File: config.mk
export PLATFORM = sky130hd
export DESIGN_NAME = spi_flash_arbiter
export DESIGN_NICKNAME = d
export VERILOG_FILES = /design/src/rtl/spi_flash_arbiter.sv
export SDC_FILE = /design/constraint.sdc
export NUM_CORES = 1
export LEC_CHECK = 0
export ABC_AREA = 1
export CAP_MARGIN = 20
export CORE_MARGIN = 3
export CORE_UTILIZATION = 55
export CTS_BUF_LIST = sky130_fd_sc_hd__clkbuf_4 sky130_fd_sc_hd__clkbuf_8 sky130_fd_sc_hd__clkbuf_16
export DETAILED_ROUTE_END_ITERATION = 16
export GPL_TIMING_DRIVEN = 0
export PLACE_DENSITY = 0.86
export SETUP_SLACK_MARGIN = 0.05
export SYNTH_ARGS = -nofsm -noshare
export SYNTH_HDL_FRONTEND = slang
export SYNTH_SLANG_ARGS = --single-unit
File: constraint.sdc
create_clock -name clk -period 7.36 [get_ports clk]
set_input_delay 1.472 -clock clk [delete_from_list [all_inputs] [get_ports clk]]
set_output_delay 1.472 -clock clk [all_outputs]
set_load 0.005 [all_outputs]
File: src/rtl/spi_flash_arbiter.sv
// Two-requester arbiter that runs each granted request as a flash READ (0x03) over SPI mode 0.
// Define SPI_ARB_ROUND_ROBIN_EN for round-robin tie-breaking; otherwise req0 has fixed priority.
module spi_flash_arbiter #(
    parameter int SCLK_HALF = 1,
    parameter int CS_IDLE   = 2
) (
    input  logic        clk,
    input  logic        rst,
    input  logic        req0,
    input  logic        req1,
    input  logic [23:0] addr0,
    input  logic [23:0] addr1,
    input  logic [7:0]  len0,
    input  logic [7:0]  len1,
    output logic        gnt0,
    output logic        gnt1,
    output logic [7:0]  rd_data,
    output logic        rd_valid,
    output logic        rd_owner,
    output logic        busy,
    output logic        flash_sclk,
    output logic        flash_cs_n,
    output logic        flash_mosi,
    input  logic        flash_miso,
    output logic [2:0]  dbg_state
);

    localparam logic [2:0] S_IDLE = 3'd0;
    localparam logic [2:0] S_CMD  = 3'd1;
    localparam logic [2:0] S_ADDR = 3'd2;
    localparam logic [2:0] S_DATA = 3'd3;
    localparam logic [2:0] S_GAP  = 3'd4;

    localparam logic [7:0] CMD_READ = 8'h03;
    localparam int PW = $clog2(2 * SCLK_HALF);
    localparam int GW = (CS_IDLE > 1) ? $clog2(CS_IDLE) : 1;

    logic [2:0]    state_q, state_d;
    logic [PW-1:0] ph_q, ph_d;
    logic [4:0]    cnt_q, cnt_d;
    logic [31:0]   hdr_q, hdr_d;
    logic [2:0]    bit_q, bit_d;
    logic [8:0]    bytes_q, bytes_d;
    logic [GW-1:0] gap_q, gap_d;
    logic [7:0]    sh_q, sh_d;
    logic          done_q, done_d;
    logic          gnt0_q, gnt0_d, gnt1_q, gnt1_d;
    logic [7:0]    rd_data_q, rd_data_d;
    logic          rd_valid_q, rd_valid_d;
    logic          owner_q, owner_d;
    logic          sclk_q, sclk_d;
    logic          mosi_q, mosi_d;
    logic          win1;
    logic [23:0]   sel_addr;
    logic [7:0]    sel_len;

`ifdef SPI_ARB_ROUND_ROBIN_EN
    logic last_q, last_d;
    // On a tie the requester not served last wins; last_q resets to 1 so req0 takes the first tie.
    assign win1 = req1 & (~req0 | ~last_q);
`else
    assign win1 = req1 & ~req0;
`endif

    assign sel_addr = win1 ? addr1 : addr0;
    assign sel_len  = win1 ? len1 : len0;

    always_comb begin
        state_d    = state_q;
        ph_d       = ph_q;
        cnt_d      = cnt_q;
        hdr_d      = hdr_q;
        bit_d      = bit_q;
        bytes_d    = bytes_q;
        gap_d      = gap_q;
        sh_d       = sh_q;
        done_d     = 1'b0;
        gnt0_d     = 1'b0;
        gnt1_d     = 1'b0;
        rd_valid_d = done_q;
        rd_data_d  = done_q ? sh_q : rd_data_q;
        owner_d    = owner_q;
        sclk_d     = sclk_q;
        mosi_d     = mosi_q;
`ifdef SPI_ARB_ROUND_ROBIN_EN
        last_d     = last_q;
`endif
        case (state_q)
            S_IDLE: begin
                if (req0 | req1) begin
                    gnt0_d  = ~win1;
                    gnt1_d  = win1;
                    owner_d = win1;
                    // hdr holds the bits still to send after the one placed on MOSI now.
                    mosi_d  = CMD_READ[7];
                    hdr_d   = {CMD_READ[6:0], sel_addr, 1'b0};
                    bytes_d = (sel_len == 8'd0) ? 9'd256 : {1'b0, sel_len};
                    ph_d    = '0;
                    cnt_d   = '0;
                    bit_d   = '0;
                    state_d = S_CMD;
`ifdef SPI_ARB_ROUND_ROBIN_EN
                    last_d  = win1;
`endif
                end
            end
            S_CMD, S_ADDR, S_DATA: begin
                ph_d = ph_q + PW'(1);
                if (ph_q == PW'(SCLK_HALF - 1)) begin
                    sclk_d = 1'b1;
                    if (state_q == S_DATA) begin
                        sh_d   = {sh_q[6:0], flash_miso};
                        bit_d  = bit_q + 3'd1;
                        done_d = (bit_q == 3'd7);
                    end
                end
                if (ph_q == PW'(2 * SCLK_HALF - 1)) begin
                    ph_d   = '0;
                    sclk_d = 1'b0;
                    if (state_q != S_DATA) begin
                        cnt_d  = cnt_q + 5'd1;
                        mosi_d = hdr_q[31];
                        hdr_d  = {hdr_q[30:0], 1'b0};
                        if (cnt_q == 5'd7) state_d = S_ADDR;
                        if (cnt_q == 5'd31) begin
                            state_d = S_DATA;
                            mosi_d  = 1'b0;
                        end
                    end else if (bit_q == 3'd0) begin
                        // bit_q wrapped on this bit's sample: a whole byte has just finished.
                        bytes_d = bytes_q - 9'd1;
                        if (bytes_q == 9'd1) begin
                            state_d = S_GAP;
                            gap_d   = '0;
                        end
                    end
                end
            end
            S_GAP: begin
                if (gap_q == GW'(CS_IDLE - 1)) state_d = S_IDLE;
                else gap_d = gap_q + GW'(1);
            end
            default: state_d = S_IDLE;
        endcase
    end

    always_ff @(posedge clk or posedge rst) begin
        if (rst) begin
            state_q    <= S_IDLE;
            ph_q       <= '0;
            cnt_q      <= '0;
            hdr_q      <= '0;
            bit_q      <= '0;
            bytes_q    <= '0;
            gap_q      <= '0;
            sh_q       <= '0;
            done_q     <= 1'b0;
            gnt0_q     <= 1'b0;
            gnt1_q     <= 1'b0;
            rd_data_q  <= '0;
            rd_valid_q <= 1'b0;
            owner_q    <= 1'b0;
            sclk_q     <= 1'b0;
            mosi_q     <= 1'b0;
`ifdef SPI_ARB_ROUND_ROBIN_EN
            last_q     <= 1'b1;
`endif
        end else begin
            state_q    <= state_d;
            ph_q       <= ph_d;
            cnt_q      <= cnt_d;
            hdr_q      <= hdr_d;
            bit_q      <= bit_d;
            bytes_q    <= bytes_d;
            gap_q      <= gap_d;
            sh_q       <= sh_d;
            done_q     <= done_d;
            gnt0_q     <= gnt0_d;
            gnt1_q     <= gnt1_d;
            rd_data_q  <= rd_data_d;
            rd_valid_q <= rd_valid_d;
            owner_q    <= owner_d;
            sclk_q     <= sclk_d;
            mosi_q     <= mosi_d;
`ifdef SPI_ARB_ROUND_ROBIN_EN
            last_q     <= last_d;
`endif
        end
    end

    assign gnt0       = gnt0_q;
    assign gnt1       = gnt1_q;
    assign rd_data    = rd_data_q;
    assign rd_valid   = rd_valid_q;
    assign rd_owner   = owner_q;
    assign busy       = (state_q != S_IDLE);
    assign flash_cs_n = (state_q == S_IDLE) || (state_q == S_GAP);
    assign flash_sclk = sclk_q;
    assign flash_mosi = mosi_q;
    assign dbg_state  = state_q;

endmodule

* Word-level counts from Yosys, hierarchy flattened
Index checks and enable logic that the tools add are counted.
Storage, ports and cells: output and inout bits 19, memories kept 0, bits in read-only memories 0, input port bits 69, register bits after elaboration 77, latch bits 0, logic and storage cells 113, bits in writable memories 0
Cells by class: shifts and indexed selects 0, $mul 0, bitwise logic cells 5, eq/ne operators 21, mux-type cells 50, magnitude comparators 0, add/subtract/negate cells 5, reduce and logical (&&, ||, !) cells 16, div/mod/pow operators 0
Operators with widths (number):
- $mux 32 | 3
- $pmux 32 s2 | 1
- $mux 9 | 5
- $mux 3 | 11
- $mux 24 | 1
- $mux 1 | 18
- $ne 2x2->1 const B | 9
- $pmux 9 s2 | 1
- $mux 5 | 3
- $pmux 5 s2 | 1
- $reduce_and 5->1 | 2
- $eq 9x1->1 const B | 1
- $pmux 3 s3 | 1
- $sub 9x1->9 const B | 1
- $logic_not 8->1 | 1
- $mux 8 | 1
- $reduce_and 4->1 | 2
- $eq 3x2->1 const B | 2
- $eq 3x3->1 const B | 2
- $logic_not 3->1 | 2
- $ne 3x3->1 const B | 2
- $pmux 1 s2 | 3
- $pmux 3 s2 | 1
- $reduce_and 6->1 | 1
- other kinds (17) | 22

* Longest topological paths before layout
Gate-level depths: netlist of the first run.
depth after elaboration 7, depth in mapped cells 11, mapped depth without buffers 11

* Least setup slack after synthesis of the first run
No wires, ideal clock.
path kind input to register, start input req1, end register hdr_q[10], setup time 124 ps, buffers on the path 3, stages 8, arrival time 2310 ps, setup slack 4926 ps, cell sequence buf_2 -> nand2_2 -> buf_4 -> buf_2 -> nand2_1 -> nand3_1 -> o211ai_1 -> nand2_1
Between the ends: longest elaborated chain between the ends 4, elaborated cells between the ends (all ways) 7
RTL lines:
- start: declaration | RTL line 10 | input logic req1,
- $and 1x1->1 | RTL line 62 | assign win1 = req1 & ~req0;
- $mux 24 | RTL line 65 | assign sel_addr = win1 ? addr1 : addr0;
- $mux 32 | RTL line 90 | if (req0 | req1) begin
- $pmux 32 s2 | RTL line 88 | case (state_q)
- end signal: assignment | RTL line 172 | hdr_q <= hdr_d;
- end: declaration | RTL line 41 | logic [31:0] hdr_q, hdr_d;
Several ways; a longest one is shown, not always the timed one. The select of a mux whose other input is x is not followed. A chain may end at the register's enable or synchronous reset.

* Worst setup path in the final report of the first run
start register state_q[1], in the netlist dbg_state[1], end output busy
Between the ends: longest elaborated chain between the ends 1
RTL lines:
- start: declaration | RTL line 38 | logic [2:0] state_q, state_d;
- start signal: assignment | RTL line 169 | state_q <= state_d;
- $reduce_bool 3->1 | RTL line 196 | assign busy = (state_q != S_IDLE);
- end: declaration | RTL line 20 | output logic busy,
No other way between the ends.

==> flow_metrics.tcl, run 1 <==
set metrics [dict create \
    status "finished, final reports clean" \
    cts_tree "yes" \
    slew_viol_final 0 \
    skew_ns 0.0102 \
    dpl.hpwl_um 7170 \
    drtPass1Iterations 5 \
    cts.sinks 76 \
    cp_max_fo 5 \
    antenna_found_initial 0 \
    start_kind "register" \
    grt_pass1_vias 3620 \
    avgSynthCellArea_um2 7.83 \
    utilization 0.756 \
    synthCells 505 \
    grt_use_met2 0.416 \
    antenna_cells 0 \
    cts_resized 0 \
    max_slew_margin 0.429 \
    end_kind "output pin" \
    rsz0062_at_grt "no" \
    initial_utilization 0.576 \
    drv_cap 0 \
    synth.top_cell.area_share 0.481 \
    fin_area_mm2 0.00519 \
    regArea_mm2 0.00190 \
    peakVddDrop_v 0.000229 \
    avgViaCountPerCell 5.42 \
    crit_required_ns 5.89 \
    core-area_mm2 0.00687 \
    ios 88 \
    path_buf_inv 3 \
    arrival_ns 1.73 \
    ys_ff_latch 76 \
    drtIter0Drc 312 \
    rows 30 \
    holdBufCountCts 0 \
    vias 3818 \
    setup_tns_ns 0 \
    path_class "register to output pin" \
    max_freq_mhz 312 \
    hold_path.class "register to register" \
    cts_buffers 9 \
    path_cells "inv_2, nand2_1, nor2_2, inv_1, clkdlybuf4s50_1" \
    routed_wl_um 9960 \
    cp_slowest_stage_delay_ns 0.52 \
    multi_input_area_mm2 0.00173 \
    dp_cells 688 \
    fin_crit_ns 3.20 \
    port_buffers 86 \
    path_clk_slew_ns 0.08 \
    grt_overflow 0 \
    clkLatencyLatePin_ns 0.35 \
    grt.met3_usage 0.0500 \
    final_cells 704 \
    place_congestion 0.891 \
    post-route-drc-count 0 \
    post-route-period-util 0.435 \
    dieHeight_um 90.8 \
    postPlaceCellArea_mm2 0.00497 \
    hold_viol 0 \
    worst_slew_pin_slew_ns 0.847 \
    fill_cells 524 \
    wire_per_inst_um 14.1 \
    nets 679 \
    post_synth_instance_area_mm2 0.00396 \
    fp.dieArea_mm2 0.00825 \
    cpLargestDelayFamily "buffers and inverters" \
    grt_max_degree 74 \
    grt_pass1_wl_um 16500 \
    drive_gt1_frac 0.0921 \
    track_usage 0.245 \
    ant_nets 0 \
    ys_seq_area_frac 0.481 \
    p_leak_nw 2.51 \
    cts_buffer_depth 2 \
    grt-busiest-layer "met2" \
    yosysWarningCount 0 \
    power.total_mw 2.08 \
    yosysUniqueCellTypes 31 \
    powerDensity_mw_per_mm2 401 \
    setup_viol 0 \
    cts_htree_levels 3 \
    crit_slowest_cell "clkdlybuf4s50_1" \
    ys_top_cells_by_area "dfrtp_1 (48%), nand2_1 (16%), nand3_1 (6.2%)" \
    die_x_um 90.8 \
    clock-root-buffer "clkbuf_8" \
    cts_setup_buffers 0 \
    area_growth_pct 31.2 \
    synth_nets 581 \
    yosysTopAreaCell "dfrtp_1" \
    use_met1 0.310 \
]
==> sequential cells by signal (all words and copies together) (netlist names) <==
name        flops
gap_q           1
gnt0            1
bytes_q         9
bit_q           3
cnt_q           5
dbg_state       3
rd_data         8
flash_mosi      1
rd_owner        1
flash_sclk      1
done_q          1
hdr_q          31
gnt1            1
rd_valid        1
ph_q            1
sh_q            8
==> worst min-delay path, cell delays in order, from the launching register on <==
cell,delay (ns)
dfrtp_1,0.35
nand2_1,0.05
nand2_1,0.06
==> synthesized netlist by cell type, drive strengths merged <==
library cell,count
nand2,174
dfrtp,76
nand3,50
inv,47
nor2,36
o21ai,35
o211ai,23
buf,21
a21oi,14
ha,7
o22ai,6
nor3,3
clkbuf,2
nand3b,2
nand4,2
a31oi,1
and3,1
mux2,1
mux2i,1
o31ai,1
xnor2,1
xor2,1
==> through the flow <==
| step | worst slack [ns] | hold WS [ns] |
|---|---|---|
| 2_1_floorplan | 3.95 | 0.442 |
| 3_3_place_gp | 2.78 | 0.459 |
| 5_1_grt | 4.07 | 0.520 |
| 6_report | 4.16 | 0.487 |
| 3_5_place_dp | 4.08 | 0.463 |
| 4_1_cts | 4.17 | 0.485 |
==> final timing paths <==
kind	startpoint	to	slack [ns]	depth (start not counted)
max	dbg_state[1]	busy	4.16	5
min	hdr_q[24]	hdr_q[24]	0.49	2
max reg2reg	dbg_state[1]	hdr_q[21]	5.65	7
min reg2reg	hdr_q[24]	hdr_q[24]	0.49	2
max in group asynchronous	rst	flash_mosi	5.49	3
min in group asynchronous	rst	hdr_q[15]	1.34	2
==> metal layers <==
metal  vias to the layer above  part of all wire
met2                       128              0.50
met1                      1828              0.43
met4                         0             0.020
met3                        20             0.041
li1                       1842                 -
met5                         -                 0
==> where the power goes <==
| group | leakage, nW | total, mW | internal (mW) | switching (mW) |
|---|---|---|---|---|
| logic | 1.43 | 1.03 | 0.402 | 0.631 |
| registers | 0.970 | 0.689 | 0.589 | 0.0991 |
| clock network | 0.111 | 0.358 | 0.200 | 0.158 |
==> cell families (layout without fill, tap and decap cells) <==
| group | after synthesis | after routing | synth area share |
|---|---|---|---|
| simple gates | 268 | 268 | 0.288 |
| compound gates | 80 | 80 | 0.119 |
| flops | 76 | 76 | 0.481 |
| buf+inv | 70 | 173 | 0.0810 |
| fa+ha+maj | 7 | 7 | 0.0221 |
| xor+xnor | 2 | 2 | 0.00443 |
| mux | 2 | 2 | 0.00538 |
==> placed cells by master, fill, tap and decap left out, drive strengths merged, types with 14 or more instances in the layout <==
| cell | Yosys | layout |
|---|---|---|
| nand2 | 174 | 174 |
| clkdlybuf4s50 | 0 | 86 |
| dfrtp | 76 | 76 |
| nand3 | 50 | 50 |
| inv | 47 | 48 |
| nor2 | 36 | 36 |
| o21ai | 35 | 35 |
| o211ai | 23 | 23 |
| buf | 21 | 22 |
| a21oi | 14 | 14 |
==> cell type report <==
type | instances | area share
timing repair buffer | 87 | 0.171
sequential | 76 | 0.366
buffer | 23 | 0.0277
multi-input combinational | 359 | 0.334
clock buffer | 11 | 0.0268
clock inverter | 5 | 0.0164
tap | 96 | 0.0231
inverter | 47 | 0.0345
Power figures use the tool's default switching activity.
==> run 2, diff against run 1 <==
--- a/config.mk
+++ b/config.mk
@@ -8,11 +8,11 @@
 export ABC_AREA = 1
 export CAP_MARGIN = 20
 export CORE_MARGIN = 3
-export CORE_UTILIZATION = 55
+export CORE_UTILIZATION = 51
 export CTS_BUF_LIST = sky130_fd_sc_hd__clkbuf_4 sky130_fd_sc_hd__clkbuf_8 sky130_fd_sc_hd__clkbuf_16
 export DETAILED_ROUTE_END_ITERATION = 16
 export GPL_TIMING_DRIVEN = 0
-export PLACE_DENSITY = 0.86
+export PLACE_DENSITY = 0.81
 export SETUP_SLACK_MARGIN = 0.05
 export SYNTH_ARGS = -nofsm -noshare
 export SYNTH_HDL_FRONTEND = slang
==> constraint.sdc (replaced) <==
create_clock -name clk -period 3 [get_ports clk]
set_input_delay 0.6 -clock clk [delete_from_list [all_inputs] [get_ports clk]]
set_output_delay 0.6 -clock clk [all_outputs]
set_load 0.005 [all_outputs]
==> flow_metrics.tcl, run 2 (synthesis results as in run 1) <==
set metrics [dict create \
    rows 31 \
    holdBufCountCts 0 \
    hold_depth 2 \
    skew_ns 0.00780 \
    post-route-drc-count 0 \
    grt_overflow 0 \
    dpl.hpwl_um 7200 \
    slew_viol_final 0 \
    cts_buffer_depth 2 \
    path_cells "inv_1, nand2_1, nor2_2, inv_1, clkdlybuf4s50_1" \
    port_buffers 86 \
    start_kind "register" \
    cts.sinks 76 \
    core-area_mm2 0.00737 \
    hold_path.class "register to register" \
    cp_slowest_stage_delay_ns 0.48 \
    fill_cells 604 \
    cts_tree "yes" \
    routed_wl_um 9710 \
    regArea_mm2 0.00190 \
    drtPass1Iterations 5 \
    dieHeight_um 94.1 \
    largest_reg_flops 31 \
    cpMostUsedCell "inv_1" \
    initial_utilization 0.537 \
    max_freq_mhz 434 \
    worst_slew_pin_slew_ns 0.731 \
    cts_setup_buffers 0 \
    cts_htree_levels 3 \
    arrival_ns 1.71 \
    setup_viol 0 \
    dp_cells 691 \
    rsz0062_at_grt "no" \
    fin_crit_ns 2.31 \
    fp.dieArea_mm2 0.00885 \
    drive_gt1_frac 0.0921 \
    path_clk_slew_ns 0.08 \
    antenna_found_initial 0 \
    reg2reg_depth 7 \
    p_leak_nw 2.50 \
    area_growth_pct 31.0 \
    cp_max_fo 5 \
    crit_slowest_cell "clkdlybuf4s50_1" \
    cts_resized 0 \
    place_congestion 0.879 \
    wire_per_inst_um 13.7 \
    antenna_cells 0 \
    max_slew_margin 0.508 \
    hold_slack_ns 0.482 \
    path_class "register to output pin" \
    die_x_um 94.1 \
    crit_required_ns 2.40 \
    utilization 0.703 \
    grt_max_degree 43 \
    top_register "hdr_q" \
    status "finished, final reports clean" \
    track_usage 0.229 \
    clock-root-buffer "clkbuf_8" \
    grt_pass1_vias 3508 \
    final_common_cell "nand2_1" \
    ios 88 \
    grt_pass1_wl_um 16100 \
    post-route-period-util 0.769 \
    end_kind "output pin" \
    cts_buffers 9 \
    postPlaceCellArea_mm2 0.00496 \
    nets 679 \
    vias 3709 \
    hold_viol 0 \
    ant_nets 0 \
    peakVddDrop_v 0.000640 \
    multi_input_area_mm2 0.00173 \
    drv_cap 0 \
    fin_area_mm2 0.00518 \
    layout_common_cells "nand2_1 (170), clkdlybuf4s50_1 (86), dfrtp_1 (76)" \
    reg_top3 "hdr_q: 31 flops, bytes_q: 9 flops" \
    final_cells 707 \
    drtIter0Drc 172 \
    power.total_mw 5.07 \
    avgViaCountPerCell 5.25 \
    powerDensity_mw_per_mm2 979 \
    clkLatencyLatePin_ns 0.34 \
]
-- run 2: cell count changes in the layout (fill, tap and decap cells not counted), sizes merged --
cell,before,now
clkinvlp,1,2
clkinv,1,2
inv,48,47
clkbuf,13,12
-- run 2: power by group --
group	internal, mW	switching [mW]
sequential	1.45	0.237
combinational	0.987	1.54
clock	0.478	0.383
total	2.91	2.16
-- run 2: final timing paths --
path                         startpoint         to  slack (ns)
min in group asynchronous           rst  hdr_q[15]        0.63
setup / recovery           dbg_state[0]       busy        0.69
setup reg to reg           dbg_state[0]  hdr_q[24]        1.29
max in group asynchronous           rst  hdr_q[26]        1.81
hold / removal                hdr_q[25]  hdr_q[25]        0.48
hold reg to reg               hdr_q[25]  hdr_q[25]        0.48
-- run 2: cell type report --
cell class                      instances  share of cell area
Clock inverter                          6              0.0171
Clock buffer                           10              0.0253
Timing Repair Buffer                   87               0.170
Multi-Input combinational cell        359               0.335
Tap cell                               99              0.0239
Buffer                                 23              0.0278
Sequential cell                        76               0.367
Inverter                               47              0.0345
-- run 2: through the flow --
stage / setup TNS [ns] / worst slack, ns
2_1_floorplan: 0 / 0.462
3_3_place_gp: -55.35 / -0.731
3_5_place_dp: 0 / 0.594
4_1_cts: 0 / 0.681
5_1_grt: 0 / 0.585
6_report: 0 / 0.693
-- run 2: routing by layer --
layer / wire length [µm] / vias to the layer above / share of wire / track usage
li1: - / 1838 / - / -
met1: 4240 / 1749 / 0.44 / 0.307
met2: 4820 / 104 / 0.50 / 0.373
met3: 454 / 18 / 0.047 / 0.0345
met4: 197 / 0 / 0.020 / 0.0866
met5: 0 / - / 0 / 0
-- run 2: worst max-delay path, delay by kind of cell (launching register included) --
kind,cells,cell delay (ns)
buf+inv,3,0.65
simple gates,2,0.27
flops,1,0.44
==> run 3, diff against run 2 <==
--- a/config.mk
+++ b/config.mk
@@ -8,11 +8,11 @@
 export ABC_AREA = 1
 export CAP_MARGIN = 20
 export CORE_MARGIN = 3
-export CORE_UTILIZATION = 51
+export CORE_UTILIZATION = 46
 export CTS_BUF_LIST = sky130_fd_sc_hd__clkbuf_4 sky130_fd_sc_hd__clkbuf_8 sky130_fd_sc_hd__clkbuf_16
 export DETAILED_ROUTE_END_ITERATION = 16
 export GPL_TIMING_DRIVEN = 0
-export PLACE_DENSITY = 0.81
+export PLACE_DENSITY = 0.77
 export SETUP_SLACK_MARGIN = 0.05
 export SYNTH_ARGS = -nofsm -noshare
 export SYNTH_HDL_FRONTEND = slang
==> constraint.sdc (replaced) <==
create_clock -name clk -period 2 [get_ports clk]
set_input_delay 0.4 -clock clk [delete_from_list [all_inputs] [get_ports clk]]
set_output_delay 0.4 -clock clk [all_outputs]
set_load 0.005 [all_outputs]
==> flow_metrics.tcl, run 3 (synthesis results as in run 1) <==
set metrics [dict create \
    arrival_ns 1.48 \
    fp.dieArea_mm2 0.00975 \
    post-route-period-util 0.942 \
    setup_viol 0 \
    cts_buffer_depth 2 \
    drv_cap 0 \
    wire_per_inst_um 13.7 \
    dieHeight_um 98.7 \
    hold_start "hdr_q[6]" \
    cts_buffers 9 \
    final_common_cell "nand2_1" \
    p_leak_nw 2.53 \
    largest_reg_flops 31 \
    avgViaCountPerCell 5.23 \
    reg2reg_depth 7 \
    top_register "hdr_q" \
    crit_slowest_cell "clkdlybuf4s50_1" \
    start_kind "register" \
    dp_slack_ns -0.143 \
    r2r_start "dbg_state[1]" \
    nets 684 \
    power.total_mw 7.63 \
    initial_utilization 0.477 \
    cts_tree "yes" \
    powerDensity_mw_per_mm2 1460 \
    regArea_mm2 0.00190 \
    drtPass1Iterations 4 \
    core-area_mm2 0.00830 \
    die_x_um 98.7 \
    final_cells 718 \
    cpMostUsedCell "buf_4" \
    rsz0062_at_grt "no" \
    drive_gt1_frac 0.101 \
    drtIter0Drc 204 \
    skew_ns 0.0137 \
    ant_nets 0 \
    dp_cells 697 \
    path_clk_slew_ns 0.08 \
    antenna_cells 0 \
    path_class "register to output pin" \
    grt_max_degree 43 \
    antenna_found_initial 0 \
    routed_wl_um 9810 \
    peakVddDrop_v 0.000759 \
    hold_depth 2 \
    port_buffers 86 \
    rows 33 \
    post-route-drc-count 0 \
    grt_pass1_vias 3547 \
    layout_common_cells "nand2_1 (170), clkdlybuf4s50_1 (84), dfrtp_1 (75)" \
    clkLatencyLatePin_ns 0.35 \
    worst_slew_pin_slew_ns 0.772 \
    dpl.hpwl_um 7410 \
    hold_path.class "register to register" \
    grt_pass1_wl_um 16600 \
    slew_viol_final 0 \
    max_slew_margin 0.484 \
    fill_cells 740 \
    r2r_slack_ns 0.21 \
    reg_top3 "hdr_q: 31 flops, bytes_q: 9 flops" \
    end_kind "output pin" \
    clock-root-buffer "clkbuf_8" \
    area_growth_pct 32.2 \
    path_cells "buf_4, buf_4, clkdlybuf4s50_1" \
    vias 3757 \
    min_to "hdr_q[6]" \
    hold_viol 0 \
    crit_required_ns 1.60 \
    cp_max_fo 3 \
    fin_crit_ns 1.88 \
    track_usage 0.207 \
    cts_htree_levels 3 \
    grt_overflow 0 \
    max_freq_mhz 531 \
    multi_input_area_mm2 0.00174 \
    worst_slack_ns 0.116 \
    cts.sinks 76 \
    ios 88 \
    status "finished, final reports clean" \
    rr_endpoint "sh_q[5]" \
    cp_slowest_stage_delay_ns 0.44 \
    place_congestion 0.880 \
]
[run 3: cell type report]
cell class                 instances  share of cell area
buffer                            23              0.0275
clock buffer                      10              0.0251
clock inverter                     6              0.0165
inverter                          47              0.0344
multi-input combinational        359               0.332
sequential                        76               0.364
tap                              105              0.0251
timing repair buffer              92               0.175
[run 3: through the flow]
stage,utilization,cell area [µm²],hold slack (ns),TNS [ns]
5_1_grt,0.630,5230,0.508,0
3_3_place_gp,0.597,4950,0.458,-11.08
4_1_cts,0.630,5230,0.487,0
6_report,0.630,5230,0.486,0
3_5_place_dp,0.599,4970,0.466,-1.88
2_1_floorplan,-,3960,0.442,0
[run 3: critical path: cells and delay by family, from the launching register on]
kind | cells | cell delay (ns)
buffers and inverters | 3 | 0.74
DFF | 1 | 0.41
[run 3: how the worst max path moves through the flow]
stage                 start      endpoint  depth (start not counted)
3_3_place_gp            rst  dbg_state[0]                          2
4_1_cts        dbg_state[1]  dbg_state[1]                          3
3_5_place_dp           req0      hdr_q[2]                          9
6_report       dbg_state[1]  dbg_state[1]                          3
2_1_floorplan      cnt_q[0]  dbg_state[1]                         11
5_1_grt        dbg_state[1]  dbg_state[1]                          3
[run 3: repair_timing]
item / CTS / global route
hold buffers: 0 / 0
endpoints found under the hold margin: 0 / 0
resized for setup: 4 / 0
setup buffers: 5 / 0
endpoints found under the setup margin: 2 / 0
[run 3: metal layers]
layer | part of all wire | routed length (µm) | up-vias | track usage
li1 | - | - | 1847 | -
met1 | 0.44 | 4340 | 1807 | 0.281
met2 | 0.50 | 4950 | 94 | 0.339
met3 | 0.043 | 424 | 9 | 0.0375
met4 | 0.0097 | 95 | 0 | 0.0651
met5 | 0 | 0 | - | 0
[run 3: where the power goes]
| part | internal [mW] | switching (mW) | total [mW] |
|---|---|---|---|
| combinational | 1.53 | 2.30 | 3.83 |
| sequential | 2.17 | 0.341 | 2.51 |
| clock | 0.717 | 0.569 | 1.29 |
